===== config.mk =====
export PLATFORM = sky130hd
export DESIGN_NAME = truth_table_scanner
export DESIGN_NICKNAME = d
export VERILOG_FILES = /design/src/rtl/truth_table_scanner.sv
export SDC_FILE = /design/constraint.sdc
export NUM_CORES = 1
export LEC_CHECK = 0
export ABC_CLOCK_PERIOD_IN_PS = 1900
export CAP_MARGIN = 20
export CORE_MARGIN = 1
export CORE_UTILIZATION = 53
export CTS_BUF_LIST = sky130_fd_sc_hd__clkbuf_8 sky130_fd_sc_hd__clkbuf_16
export DETAILED_ROUTE_END_ITERATION = 16
export PLACE_DENSITY = 0.77
export SYNTH_ARGS = -nofsm -noshare
export SYNTH_HDL_FRONTEND = slang
export SYNTH_SLANG_ARGS = --single-unit
export TNS_END_PERCENT = 100

===== constraint.sdc =====
create_clock -name clk -period 1.9 [get_ports clk]
set_input_delay 0.38 -clock clk [delete_from_list [all_inputs] [get_ports clk]]
set_output_delay 0.38 -clock clk [all_outputs]
set_load 0.01 [all_outputs]

===== src/rtl/truth_table_scanner.sv =====
// Steps a 3-bit select through minterms 0..7, waits SETTLE_CYCLES at each, and captures f_in into an 8-bit truth table.
// Optional feature: define SCAN_COMPARE_EN to add the expected/match reference comparison.
module truth_table_scanner #(
    parameter int SETTLE_CYCLES = 1
) (
    input  logic       clk,
    input  logic       rst_n,
    input  logic       start,
    input  logic       f_in,
    output logic [2:0] sel_out,
    output logic       busy,
    output logic       done,
    output logic [7:0] table_out
`ifdef SCAN_COMPARE_EN
    ,
    input  logic [7:0] expected,
    output logic       match
`endif
);

    generate
        if (SETTLE_CYCLES < 1 || SETTLE_CYCLES > 15) begin : g_bad_settle
            $error("truth_table_scanner: SETTLE_CYCLES must be in 1..15");
        end
    endgenerate

    localparam logic [3:0] CNT_LAST = 4'(SETTLE_CYCLES - 1);

    typedef enum logic [1:0] {
        IDLE   = 2'd0,
        SETTLE = 2'd1,
        DONE   = 2'd2
    } state_t;

    state_t      state_reg, state_next;
    logic [2:0]  idx_reg, idx_next;
    logic [3:0]  cnt_reg, cnt_next;
    logic [7:0]  shadow_reg, shadow_next;
    logic [7:0]  table_reg, table_next;
    logic        busy_reg, busy_next;
    logic        done_reg, done_next;

    logic        sample_hit;
    logic        accept;
    logic        done_entry;
    logic [7:0]  sampled_table;

    assign sample_hit = (state_reg == SETTLE) && (cnt_reg == CNT_LAST);
    assign accept     = (state_reg == IDLE) && start;
    assign done_entry = sample_hit && (idx_reg == 3'd7);

    // Shadow with the current minterm's bit replaced, so the final load includes the last sample.
    genvar gi;
    generate
        for (gi = 0; gi < 8; gi++) begin : g_sample
            assign sampled_table[gi] = (sample_hit && (idx_reg == 3'(gi))) ? f_in : shadow_reg[gi];
        end
    endgenerate

    always_comb begin
        state_next  = state_reg;
        idx_next    = idx_reg;
        cnt_next    = cnt_reg;
        shadow_next = shadow_reg;
        table_next  = table_reg;
        busy_next   = 1'b0;
        done_next   = 1'b0;
        case (state_reg)
            IDLE: begin
                if (start) begin
                    state_next  = SETTLE;
                    idx_next    = 3'd0;
                    cnt_next    = 4'd0;
                    shadow_next = 8'h00;
                    busy_next   = 1'b1;
                end
            end
            SETTLE: begin
                busy_next = 1'b1;
                if (sample_hit) begin
                    shadow_next = sampled_table;
                    cnt_next    = 4'd0;
                    if (idx_reg == 3'd7) begin
                        table_next = sampled_table;
                        state_next = DONE;
                        done_next  = 1'b1;
                    end else begin
                        idx_next = idx_reg + 3'd1;
                    end
                end else begin
                    cnt_next = cnt_reg + 4'd1;
                end
            end
            DONE: begin
                // sel_out must read 0 again in IDLE
                state_next = IDLE;
                idx_next   = 3'd0;
            end
            default: begin
                state_next = IDLE;
                idx_next   = 3'd0;
                cnt_next   = 4'd0;
            end
        endcase
    end

    always_ff @(posedge clk) begin
        if (!rst_n) begin
            state_reg  <= IDLE;
            idx_reg    <= 3'd0;
            cnt_reg    <= 4'd0;
            shadow_reg <= 8'h00;
            table_reg  <= 8'h00;
            busy_reg   <= 1'b0;
            done_reg   <= 1'b0;
        end else begin
            state_reg  <= state_next;
            idx_reg    <= idx_next;
            cnt_reg    <= cnt_next;
            shadow_reg <= shadow_next;
            table_reg  <= table_next;
            busy_reg   <= busy_next;
            done_reg   <= done_next;
        end
    end

    assign sel_out   = idx_reg;
    assign busy      = busy_reg;
    assign done      = done_reg;
    assign table_out = table_reg;

`ifdef SCAN_COMPARE_EN
    logic [7:0] expected_reg;
    logic       match_reg;

    // expected is frozen at start so mid-scan changes cannot affect the verdict.
    always_ff @(posedge clk) begin
        if (!rst_n) begin
            expected_reg <= 8'h00;
            match_reg    <= 1'b0;
        end else begin
            if (accept) begin
                expected_reg <= expected;
            end
            if (done_entry) begin
                match_reg <= (sampled_table == expected_reg);
            end
        end
    end

    assign match = match_reg;
`endif

endmodule


==> impl_results.md, run 1 <==
- Die area: 2680 sq um
- Total CTS buffers: 3
- Largest cells by area after synthesis: dfxtp_1 (40%), ha_1 (7.6%), nand2_1 (6.3%)
- FMAX: 0.579 GHz
- Detailed-route DRC error count: 0
- CP cell instances: ha_1 > ha_1 > nor4b_4 > buf_4 > nor2_1 > a311oi_1
- Cells after DPL: 194
- ANT cells: 0
- Horiz. Die Dim: 51.8 um
- Crit path max-delay family: adder cells
- CTS tree: done
- Layout cells sized above 1: 8.82%
- Slew Limit Headroom: 68.2%
- Max IR drop VDD: 485 uV
- Avg Cell Area, Syn: 8.59 sq um
- Element type at the critical path end: flop
- CTS Hold Bufs: 0
- Worst slew pin tran: 477 ps
- Root buf cell: clkbuf_8
- Commonest non-fill, non-tap cells in the layout: dfxtp_1 (26), nand2_1 (22), nor2_1 (16), clkdlybuf4s50_1 (16), nand3_1 (9)
- Slew Viols, Final: 0
- First-pass GRT wire length: 4790 um
- NumNets Final: 183
- HPWL after detailed placement: 2000 um
- Postcts setup bufs: 0
- Min Tclk post-route: 1730 ps
- IO Pins: 17
- Max-cap violation count: 0
- Post-synth top flop: dfxtp_1
- Clock Latency Late Sink: 270 ps
- Critical path required time: 2080 ps
- Crit Path Max Fanout: 17
- Vias in the first global route: 1115
- Hold_sp: table_out[7]$_SDFFE_PN0P_
- Distinct cells, synth: 36
- Remaining Overflow, GRT: 0
- Slowest Stage Delay on Critical Path: 430 ps
- Final setup TNS: 0 ps
- Sequential area share after synthesis: 39.6%
- Wire per inst: 13.7 um
- Final Hold Fails: 0
- Outcome: completed
- H-tree depth: 1
- # setup viols final: 0
- RSZ-0062 raised after global routing: false
- Leak: 0.000552 uW
- CTS resizes: 0
- Post-Syn Nets: 165
- Synthesized cell area: 1320 sq um
- Worst hold slack: 483 ps
- Max reg flops: 8
- Worst path buffer plus inverter count: 1
- Initial DRC count: 26
- Vias/cell: 5.81
- Clk slew on worst S/H paths: 90 ps
- Number of synthesized flops with an enable pin: 0
- Initial cell density of the core: 57.8%
- PortBufs: 16
- Hold Path Class: reg2reg
- Gate Count Post-Synth: 153
- Largest net degree at the start of global routing: 18
- Final core utilization: 69.6%
- Final Cycle Share: 90.9%
- RePlAce Congestion: 0.837
- Antenna violations before repair: 0
- Area leader, netlist: dfxtp_1
- CTS Buffer Depth: 2
- Worst R2R Start: sel_out[0]$_SDFFE_PN0P_
- Die Span Y: 51.8 um
- CP Launch Point: sel_out[0]$_SDFFE_PN0P_
- Total Wirelength: 2720 um
- Area Overhead vs Synth: 20.5%
- #FFs+latches synth: 26
- Detailed Routing Iterations Pass 1: 4
- Most common cell after layout, fill and taps aside: dfxtp_1
- Async SR Flop Fraction: 0%
- Via Count: 1151
- Slowest stage cell, crit path: dfxtp_1
- Clk sink count: 26
- Power density over cell area: 709 nW/um^2
- Crit start category: flop
- Worst Skew: 4.32 ps
- CORE AREA: 2280 sq um
- Crit path DAT: 1910 ps
- Warnings from Yosys: 0
- Critical path type: reg2reg
- Antenna Nets Post-Route: 0
- Finished Layout Cells: 198
- Yosys top cell area share: 39.6%
- Most used cell, CP: ha_1
- Row cnt: 17
- Total track usage: 23.9%
layer usage:
metal / global-route usage (%) / vias to the layer above / wire (um)
met5: 0 / - / 0
met4: 9.01 / 0 / 30
met3: 4.09 / 4 / 105
met2: 39.2 / 29 / 1220
met1: 31.2 / 538 / 1360
li1: - / 580 / -
worst min-delay path: stages (launching register included):
cell,delay [ps]
dfxtp_1,320
nand2b_1,70
a21oi_1,60
through the flow:
step           area [sq um]  total power (uW)  setup WS [ps]
2_1_floorplan          1320               643            242
5_1_grt                1580              1170           26.8
3_3_place_gp           1510               677            313
3_5_place_dp           1510               680            182
4_1_cts                1580              1140            177
6_report               1580              1120            172
area by class of cell:
| type | instances | area, sq um |
|---|---|---|
| fill | 185 | 692 |
| inverter | 7 | 26.3 |
| timing repair buffer | 22 | 205 |
| clock inverter | 1 | 30.0 |
| multi-input combinational | 111 | 726 |
| sequential | 26 | 520 |
| clock buffer | 3 | 41.3 |
| tap | 28 | 35.0 |
power by group:
group / internal (uW) / switching [uW]
logic: 43.4 / 65.0
registers: 553 / 7.93
clock network: 282 / 173
cells in the mapped netlist, types with 2 or more instances:
cell	count
dfxtp_1	26
nand2_1	22
nor2_1	16
nand3_1	9
ha_1	8
a21oi_1	7
inv_1	7
o221ai_1	7
clkbuf_1	6
mux2i_1	5
nor2b_1	4
a211oi_1	3
a311oi_1	3
and2_1	3
nand4_1	3
o21ai_0	3
nand2b_1	2
cells by family after synthesis:
family / synth area share, %
adder cells (fa/ha/maj): 7.61
AND/OR/NAND/NOR: 26.8
buffers and inverters: 5.23
flip-flops: 39.6
multiplexers: 3.81
AO/OA/AOI/OAI: 16.9
worst paths after layout:
check / slack (ps) / cells past startpoint / to
worst max-delay path: 170 / 6 / table_out[6]$_SDFFE_PN0P_
worst max register to register: 170 / 6 / table_out[6]$_SDFFE_PN0P_
worst min register to register: 480 / 2 / table_out[7]$_SDFFE_PN0P_
worst min-delay path: 480 / 2 / table_out[7]$_SDFFE_PN0P_
Note: power is estimated with default switching activity, not from simulation.
==> run 2: changes to the inputs <==
--- a/config.mk
+++ b/config.mk
@@ -12,6 +12,7 @@
 export CTS_BUF_LIST = sky130_fd_sc_hd__clkbuf_8 sky130_fd_sc_hd__clkbuf_16
 export DETAILED_ROUTE_END_ITERATION = 16
 export PLACE_DENSITY = 0.77
+export RECOVER_POWER = 25
 export SYNTH_ARGS = -nofsm -noshare
 export SYNTH_HDL_FRONTEND = slang
 export SYNTH_SLANG_ARGS = --single-unit
==> run 2 against run 1 <==
Power decreased by 0.12%; cell area fell by 0.24%; clock skew is essentially flat; clock power barely moved; register-to-register slack about the same; non-clock buffer count unchanged; sequential cell count is the same; maximum frequency is essentially flat; combinational power about the same; first-iteration DRC count up 12%; sequential share of layout area is 0.078 points higher; largest cell class unchanged.
==> impl_results.md, run 2 (synthesis results as in run 1) <==
- CTS Hold Bufs: 0 (unchanged)
- Wl on met1: 1330 um (was 1360 um)
- Clk sink count: 26 (unchanged)
- RePlAce Congestion: 0.837 (unchanged)
- Final Cycle Share: 90.9% (about the same)
- Row cnt: 17 (unchanged)
- Setup WS post-layout: 172 ps (about the same)
- Vias in the first global route: 1115 (unchanged)
- Max reg flops: 8 (unchanged)
- HPWL after detailed placement: 2000 um (unchanged)
- Worst Skew: 4.47 ps (was 4.32 ps)
- Slowest Stage Delay on Critical Path: 430 ps (about the same)
- Leak: 0.000555 uW (was 0.000552 uW)
- Most used cell, CP: ha_1 (unchanged)
- Uppermost routed layer: met4 (unchanged)
- Power density over cell area: 710 nW/um^2 (was 709 nW/um^2)
- Max IR drop VDD: 482 uV (was 485 uV)
- Total placed instance area: 1510 sq um (unchanged)
- Fillers: 185 (unchanged)
- Critical path required time: 2080 ps (about the same)
- Crit Path Max Fanout: 17 (unchanged)
- Die Span Y: 51.8 um (unchanged)
- Final setup TNS: 0 ps (unchanged)
- Worst slew pin tran: 476 ps (was 477 ps)
- Layout cells sized above 1: 7.65% (was 8.82%)
- Antenna violations before repair: 0 (unchanged)
- Total track usage: 23.9% (unchanged)
- Slew Viols, Final: 0 (unchanged)
- Outcome: completed (unchanged)
- Final Cell Area: 1580 sq um (about the same)
- Via Count: 1150 (was 1151)
- Horiz. Die Dim: 51.8 um (unchanged)
- PortBufs: 16 (unchanged)
- Slowest stage cell, crit path: dfxtp_1 (unchanged)
- Most common cell after layout, fill and taps aside: dfxtp_1 (unchanged)
- Vias/cell: 5.81 (about the same)
- CORE AREA: 2280 sq um (unchanged)
- Postcts setup bufs: 0 (unchanged)
- Sw Ratio: 21.9% (about the same)
- CTS Buffer Depth: 2 (unchanged)
- Element type at the critical path end: flop (unchanged)
- # setup viols final: 0 (unchanged)
- Wire per inst: 13.7 um (about the same)
- Internal: 876 uW (was 878 uW)
- IO Pins: 17 (unchanged)
- CP cell instances: ha_1 > ha_1 > nor4b_4 > buf_4 > nor2_1 > a311oi_1 (unchanged)
- Clock Latency Late Sink: 270 ps (about the same)
- RSZ-0062 raised after global routing: false (unchanged)
- Remaining Overflow, GRT: 0 (unchanged)
- Commonest non-fill, non-tap cells in the layout: dfxtp_1 (26), nand2_1 (22), nor2_1 (16) (was dfxtp_1 (26), nand2_1 (22), nor2_1 (16), clkdlybuf4s50_1 (16), nand3_1 (9))
- Clk slew on worst S/H paths: 90 ps (about the same)
- Setup WS pre-CTS: 182 ps (unchanged)
- Gate power share: 9.5% (was 9.6%)
- Final Hold Fails: 0 (unchanged)
- Root buf cell: clkbuf_8 (unchanged)
- Total Wirelength: 2700 um (was 2720 um)
- Slew Limit Headroom: 68.2% (about the same)
- CTS resizes: 0 (unchanged)
- Seq pwr share: 49.9% (about the same)
- Hold Path Class: reg2reg (unchanged)
- Detailed-route DRC error count: 0 (unchanged)
- Min Tclk post-route: 1730 ps (about the same)
- Crit path DAT: 1910 ps (about the same)
- Routed wl met3: 128 um (was 105 um)
- H-tree depth: 1 (unchanged)
- Net Sw Power: 246 uW (about the same)
- NumNets Final: 183 (unchanged)
- ANT cells: 0 (unchanged)
- Crit start category: flop (unchanged)
- CTS tree: done (unchanged)
- Antenna Nets Post-Route: 0 (unchanged)
- Initial cell density of the core: 57.8% (unchanged)
- Area Overhead vs Synth: 20.2% (was 20.5%)
- FMAX: 0.579 GHz (about the same)
- First-pass GRT wire length: 4790 um (unchanged)
- Max-cap violation count: 0 (unchanged)
- Detailed Routing Iterations Pass 1: 4 (unchanged)
- Critical path type: reg2reg (unchanged)
- Clock power frac: 40.6% (was 40.5%)
- Metal2 WL: 1210 um (was 1220 um)
- Die area: 2680 sq um (unchanged)
- Initial DRC count: 29 (was 26)
- Total CTS buffers: 3 (unchanged)
- Largest net degree at the start of global routing: 18 (unchanged)
## run 2: critical path: cells and delay by family, from the launching register on
family	cells	cell delay [ps]
AO/OA/AOI/OAI	1	240
adder cells (fa/ha/maj)	2	470
flip-flops	1	430
buffers and inverters	1	230
AND/OR/NAND/NOR	2	280
## run 2: cell type report
class | count | area (sq um) | area share (%)
clock buffer | 3 | 41.3 | 2.61
clock inverter | 1 | 30.0 | 1.90
inverter | 7 | 26.3 | 1.66
multi-input combinational | 111 | 726 | 45.9
sequential | 26 | 520 | 32.9
tap | 28 | 35.0 | 2.22
timing repair buffer | 22 | 201 | 12.7
## run 2: power groups by stage
| stage | Combinational [uW] | Sequential (uW) | Clock (uW) |
|---|---|---|---|
| floorplan | 68.5 | 574 | 0 |
| global placement | 104 | 573 | 0 |
| detailed placement | 106 | 573 | 0 |
| CTS | 108 | 561 | 469 |
| global route | 118 | 562 | 492 |
| finish | 107 | 560 | 455 |
## run 2: worst paths after layout
kind,from,to,slack [ps],depth (start not counted)
worst max-delay path,sel_out[0]$_SDFFE_PN0P_,table_out[6]$_SDFFE_PN0P_,170,6
worst min-delay path,table_out[7]$_SDFFE_PN0P_,table_out[7]$_SDFFE_PN0P_,480,2
worst max register to register,sel_out[0]$_SDFFE_PN0P_,table_out[6]$_SDFFE_PN0P_,170,6
worst min register to register,table_out[7]$_SDFFE_PN0P_,table_out[7]$_SDFFE_PN0P_,480,2
## run 2: stage by stage
stage	cells	util, %	hold slack (ps)	total power, uW
3_3_place_gp	194	66.5	463	677
4_1_cts	198	69.6	484	1140
2_1_floorplan	153	-	468	643
5_1_grt	198	69.4	518	1170
6_report	198	69.4	483	1120
3_5_place_dp	194	66.5	469	680
## run 2: per-layer routing
layer,vias up,track usage [%]
met5,-,0
met2,34,39.2
met3,4,4.09
met4,0,9.01
li1,580,-
met1,532,31.2
==> edit 1: new RTL, flow settings as in run 1 <==
Register the input `f_in` before use, with the module's reset. The logic sees it one clock later. The other inputs are not delayed to match. Comments in the files are not updated.
--- a/src/rtl/truth_table_scanner.sv
+++ b/src/rtl/truth_table_scanner.sv
@@ -17,6 +17,16 @@
     output logic       match
 `endif
 );
+
+    logic f_q;
+
+    always_ff @(posedge clk) begin
+        if (!rst_n) begin
+            f_q <= '0;
+        end else begin
+            f_q <= f_in;
+        end
+    end
 
     generate
         if (SETTLE_CYCLES < 1 || SETTLE_CYCLES > 15) begin : g_bad_settle
@@ -53,7 +63,7 @@
     genvar gi;
     generate
         for (gi = 0; gi < 8; gi++) begin : g_sample
-            assign sampled_table[gi] = (sample_hit && (idx_reg == 3'(gi))) ? f_in : shadow_reg[gi];
+            assign sampled_table[gi] = (sample_hit && (idx_reg == 3'(gi))) ? f_q : shadow_reg[gi];
         end
     endgenerate
 
Function: changed (Yosys sat finds a counterexample within 10 cycles, from zero or initial values and one cycle with rst_n low).
==> edit 1 against run 1 <==
Setup slack better by 15 ps. Highest routed layer unchanged. Critical path type is now reg2out. Cell area decreased by 1.2%. Sequential cell count grew 1. Sequential share of layout area rose by 1.7 points. First-iteration DRC count increased by 3.8%. Routed wire length is 2.5% lower. Critical endpoint is now sel_out[2]. Power is 10% lower. Synthesized area grew 2.0%. Hold slack lost 19 ps.
==> edit 1: results (changes against run 1) <==
mux cell area share after synthesis 1.49% (was 3.81%); Routed wire per std cell 13.5 um (was 13.7 um); largest net degree at the start of global routing 16 (was 18); Synth cell types 37 (was 36); arrival time at the worst endpoint 1330 ps (was 1910 ps); hold worst-path end shadow_reg[0] (was table_out[7]); met3 routed WL 169 um (was 105 um); placed insts 192 (was 194); reg2reg path depth 6 (unchanged); post-synthesis compound-gate area fraction 19.4% (was 16.9%); clk buf depth 2 (unchanged); placed instance area 1520 um2 (was 1510 um2); met1 Usage GRT 29.4% (was 31.2%); Hold Path Class reg2reg (unchanged); clk_skew 1.70 ps (was 4.32 ps); Rel. slew slack 73.5% (was 68.2%); Synth warnings 0 (unchanged); DR vias 1122 (was 1151); Final nets 181 (was 183); worst vdd ir 0.508 mV (was 0.485 mV); critical-path maximum fanout 12 (was 17); Met2 Routed Length 1210 um (was 1220 um); DP HPWL 1920 um (was 2000 um); M2 GR Usage 32.7% (was 39.2%); Seq/Total Area, Yosys 40.3% (was 39.6%); clock tree root buffer cell clkbuf_8 (unchanged); wire length on met1 1210 um (was 1360 um); GP Congestion 0.783 (was 0.837); first-pass GRT wire length 4310 um (was 4790 um); DR pass1 iterations 4 (unchanged); vias in the first global route 973 (was 1115); grt met3 use 5.22% (was 4.09%); Clock transition at path regs 90 ps (about the same); cells after synthesis 148 (was 153); slack of the worst reg-to-reg path 260 ps (was 170 ps); WHS 463 ps (was 483 ps); min-delay src shadow_reg[0] (was table_out[7]); Post-Synth Adder-Cell Area 7.46% (was 7.61%); Post-Layout Cell Count 196 (was 198); status finished clean (unchanged); max reg flops 8 (unchanged); LEAKAGE 0.577 nW (was 0.552 nW); Setup WS pre-CTS 203 ps (was 182 ps); syn_nets 160 (was 165); largest cells by area after synthesis dfxtp_1, ha_1, nand2_1, a21oi_1, nand3_1 (was dfxtp_1, ha_1, nand2_1, o221ai_1, nor2_1); initial DRC count 27 (was 26); GR Util All Layers 22.4% (was 23.9%); most instantiated cells after synthesis dfxtp_1, nand2_1, a21oi_1, nand3_1, nor2_1 (was dfxtp_1, nand2_1, nor2_1); share of post-route cells with drive strength above 1 10.1% (was 8.82%)
==> edit 1: changes by cell type in the layout (fill, tap and decap cells not counted), sizes merged, moves of 2 or more <==
cell and change:
o221ai -7, nor2 -5, a211oi -3, a21oi +3, mux2i -3, nand2b +3
nor2b -3, o211a +3, o211ai +3, o22a +3, o311ai +3, buf +2
nand2 -2
==> edit 1: report_power, final <==
part / switching (W) / leakage (nW) / internal (W) / total [W]
combinational: 0.0000537 / 0.333 / 0.0000422 / 0.0000958
clock: 0.000186 / 0.0255 / 0.000147 / 0.000333
sequential: 0.00000926 / 0.219 / 0.000573 / 0.000582
total: 0.000249 / 0.577 / 0.000763 / 0.00101
==> edit 1: worst max path at each step <==
stage | from | end | slack (ps) | depth (start not counted)
6_report | sel_out[2] | sel_out[2] | 190 | 2
5_1_grt | sel_out[0] | table_out[6] | 90 | 6
4_1_cts | sel_out[2] | sel_out[2] | 180 | 2
3_5_place_dp | start | shadow_reg[4] | 200 | 6
3_3_place_gp | start | shadow_reg[4] | 280 | 6
2_1_floorplan | sel_out[0] | table_out[0] | 400 | 6
==> edit 1: area by class of cell <==
| type | count | area (um2) |
|---|---|---|
| flip-flops and latches | 27 | 541 |
| clock inverters | 1 | 5.00 |
| repair buffers | 24 | 220 |
| clock buffers | 3 | 41.3 |
| inverters | 8 | 30.0 |
| well taps | 28 | 35.0 |
| fillers | 192 | 732 |
| multi-input cells | 105 | 693 |
==> edit 1: cell families after synthesis <==
family                     after synthesis
AOI/OAI and AO/OA                       35
and+or+nand+nor                         60
adders and majority gates                8
muxes                                    2
buffers and inverters                   16
DFF                                     27
==> edit 1: worst max-delay path, stage by stage, from the launching register on <==
cell	delay (ps)
dfxtp_1	340
buf_4	170
clkdlybuf4s50_1	540
==> edit 2: new RTL, settings of run 1 <==
Made on the original files. Add a define of `SCAN_COMPARE_EN`.
--- a/src/rtl/truth_table_scanner.sv
+++ b/src/rtl/truth_table_scanner.sv
@@ -1,5 +1,7 @@
 // Steps a 3-bit select through minterms 0..7, waits SETTLE_CYCLES at each, and captures f_in into an 8-bit truth table.
 // Optional feature: define SCAN_COMPARE_EN to add the expected/match reference comparison.
+`define SCAN_COMPARE_EN
+
 module truth_table_scanner #(
     parameter int SETTLE_CYCLES = 1
 ) (
Interface: changed (added expected and match); port bits go from 17 to 26. The function was not compared with the original's and may differ.
==> edit 2 against run 1 <==
The run now ends with setup timing left. Setup slack got worse by 230 ps. Cell area increased by 58%. Fmax decreased by 12%. Sequential cell count increased by 9. Synthesized cell count increased by 52%. Power increased by 37%. Synthesized area increased by 48%. Sequential power increased by 38%. Global-route usage increased by 3.7 points. Combinational power increased by 100%. Routed wire length increased by 78%. Non-clock buffer count increased by 28. Utilization increased by 3.8 points.
==> edit 2: results (changes against run 1) <==
grt met3 use 6.20% (was 4.09%); status finished, violations left (was finished clean); placed instance area 2390 um2 (was 1510 um2); post-route setup TNS -60.7 ps (was 0 ps); Final nets 297 (was 183); Setup WS pre-CTS -102 ps (was 182 ps); final-report setup violation count 1 (was 0); DR vias 1877 (was 1151); first-pass GRT wire length 8400 um (was 4790 um); max incr delay on CP 410 ps (was 430 ps); syn_nets 253 (was 165); slew at the pin closest to its max-slew limit 415 ps (was 477 ps); met3 routed WL 242 um (was 105 um); reg2reg path depth 7 (was 6); initial DRC count 124 (was 26); arrival time at the worst endpoint 2170 ps (was 1910 ps); Routed wire per std cell 15.0 um (was 13.7 um); Clock transition at path regs 70 ps (was 90 ps); total sequential power 0.000772 W (was 0.000560 W); share of post-route cells with drive strength above 1 18.4% (was 8.82%); syn_area_per_cell 8.34 um2 (was 8.59 um2); clk_skew 7.29 ps (was 4.32 ps); wire length on met1 2280 um (was 1360 um); met1 Usage GRT 35.9% (was 31.2%); Inserted Clock Buffers 5 (was 3); largest cells by area after synthesis dfxtp_1, nand2_1, a21boi_0, ha_1, nand3_1 (was dfxtp_1, ha_1, nand2_1, o221ai_1, nor2_1); Worst-Skew Late Latency 290 ps (was 270 ps); CP delay by family, top simple AND/OR/NAND/NOR gates (was adder cells); most instantiated cells after synthesis nand2_1, dfxtp_1, a21boi_0, nand3_1 (was dfxtp_1, nand2_1, nor2_1); IO buf count 25 (was 16); Seq/Total Area, Yosys 36.1% (was 39.6%); M2 GR Usage 44.7% (was 39.2%); critical-path maximum fanout 6 (was 17); worst vdd ir 0.475 mV (was 0.485 mV); placed insts 315 (was 194); Comb. pwr 0.000219 W (was 0.000108 W); GP Congestion 0.888 (was 0.837); DP HPWL 3510 um (was 2000 um); largest net degree at the start of global routing 21 (was 18); Net Switching 0.000399 W (was 0.000246 W); failing checks setup timing; Worst path slowest cell or3b_4 (was dfxtp_1); Met2 Routed Length 2260 um (was 1220 um); via density per instance 5.81 (about the same); H-tree depth 2 (was 1); Clock Power 0.000550 W (was 0.000455 W); LEAKAGE 1.05 nW (was 0.552 nW); PnR worst setup slack -60.7 ps (was 172 ps); vias in the first global route 1810 (was 1115)
==> edit 2: cells by family after synthesis <==
logic type                 share of synthesized area [%]
AOI/OAI and AO/OA                                   26.1
xor gates and xnor gates                            1.35
adders and majority gates                           5.15
buffers and inverters                               5.47
DFF                                                 36.1
muxes                                               1.03
and+or+nand+nor                                     24.8
==> edit 2: final cells by class <==
type / instances / area (um2)
repair buffers: 50 / 445
multi-input cells: 174 / 1170
clock inverters: 1 / 5.00
clock buffers: 6 / 82.6
flip-flops and latches: 35 / 703
fillers: 271 / 907
inverters: 11 / 41.3
well taps: 46 / 57.6
==> edit 2: path summary, 6_finish.rpt <==
kind,start,endpoint,slack [ps]
max,cnt_reg[1],match,-60
min reg2reg,table_out[7],table_out[7],480
max reg2reg,cnt_reg[1],match,-60
min,table_out[7],table_out[7],480
==> edit 2: what timing repair did <==
action                                  in CTS  in global routing
hold buffers                                 0                  0
gates cloned                                 0                  0
buffers inserted                             1                  0
pin swaps                                    1                  0
resized for setup                            2                  6
endpoints found under the setup margin       2                  5
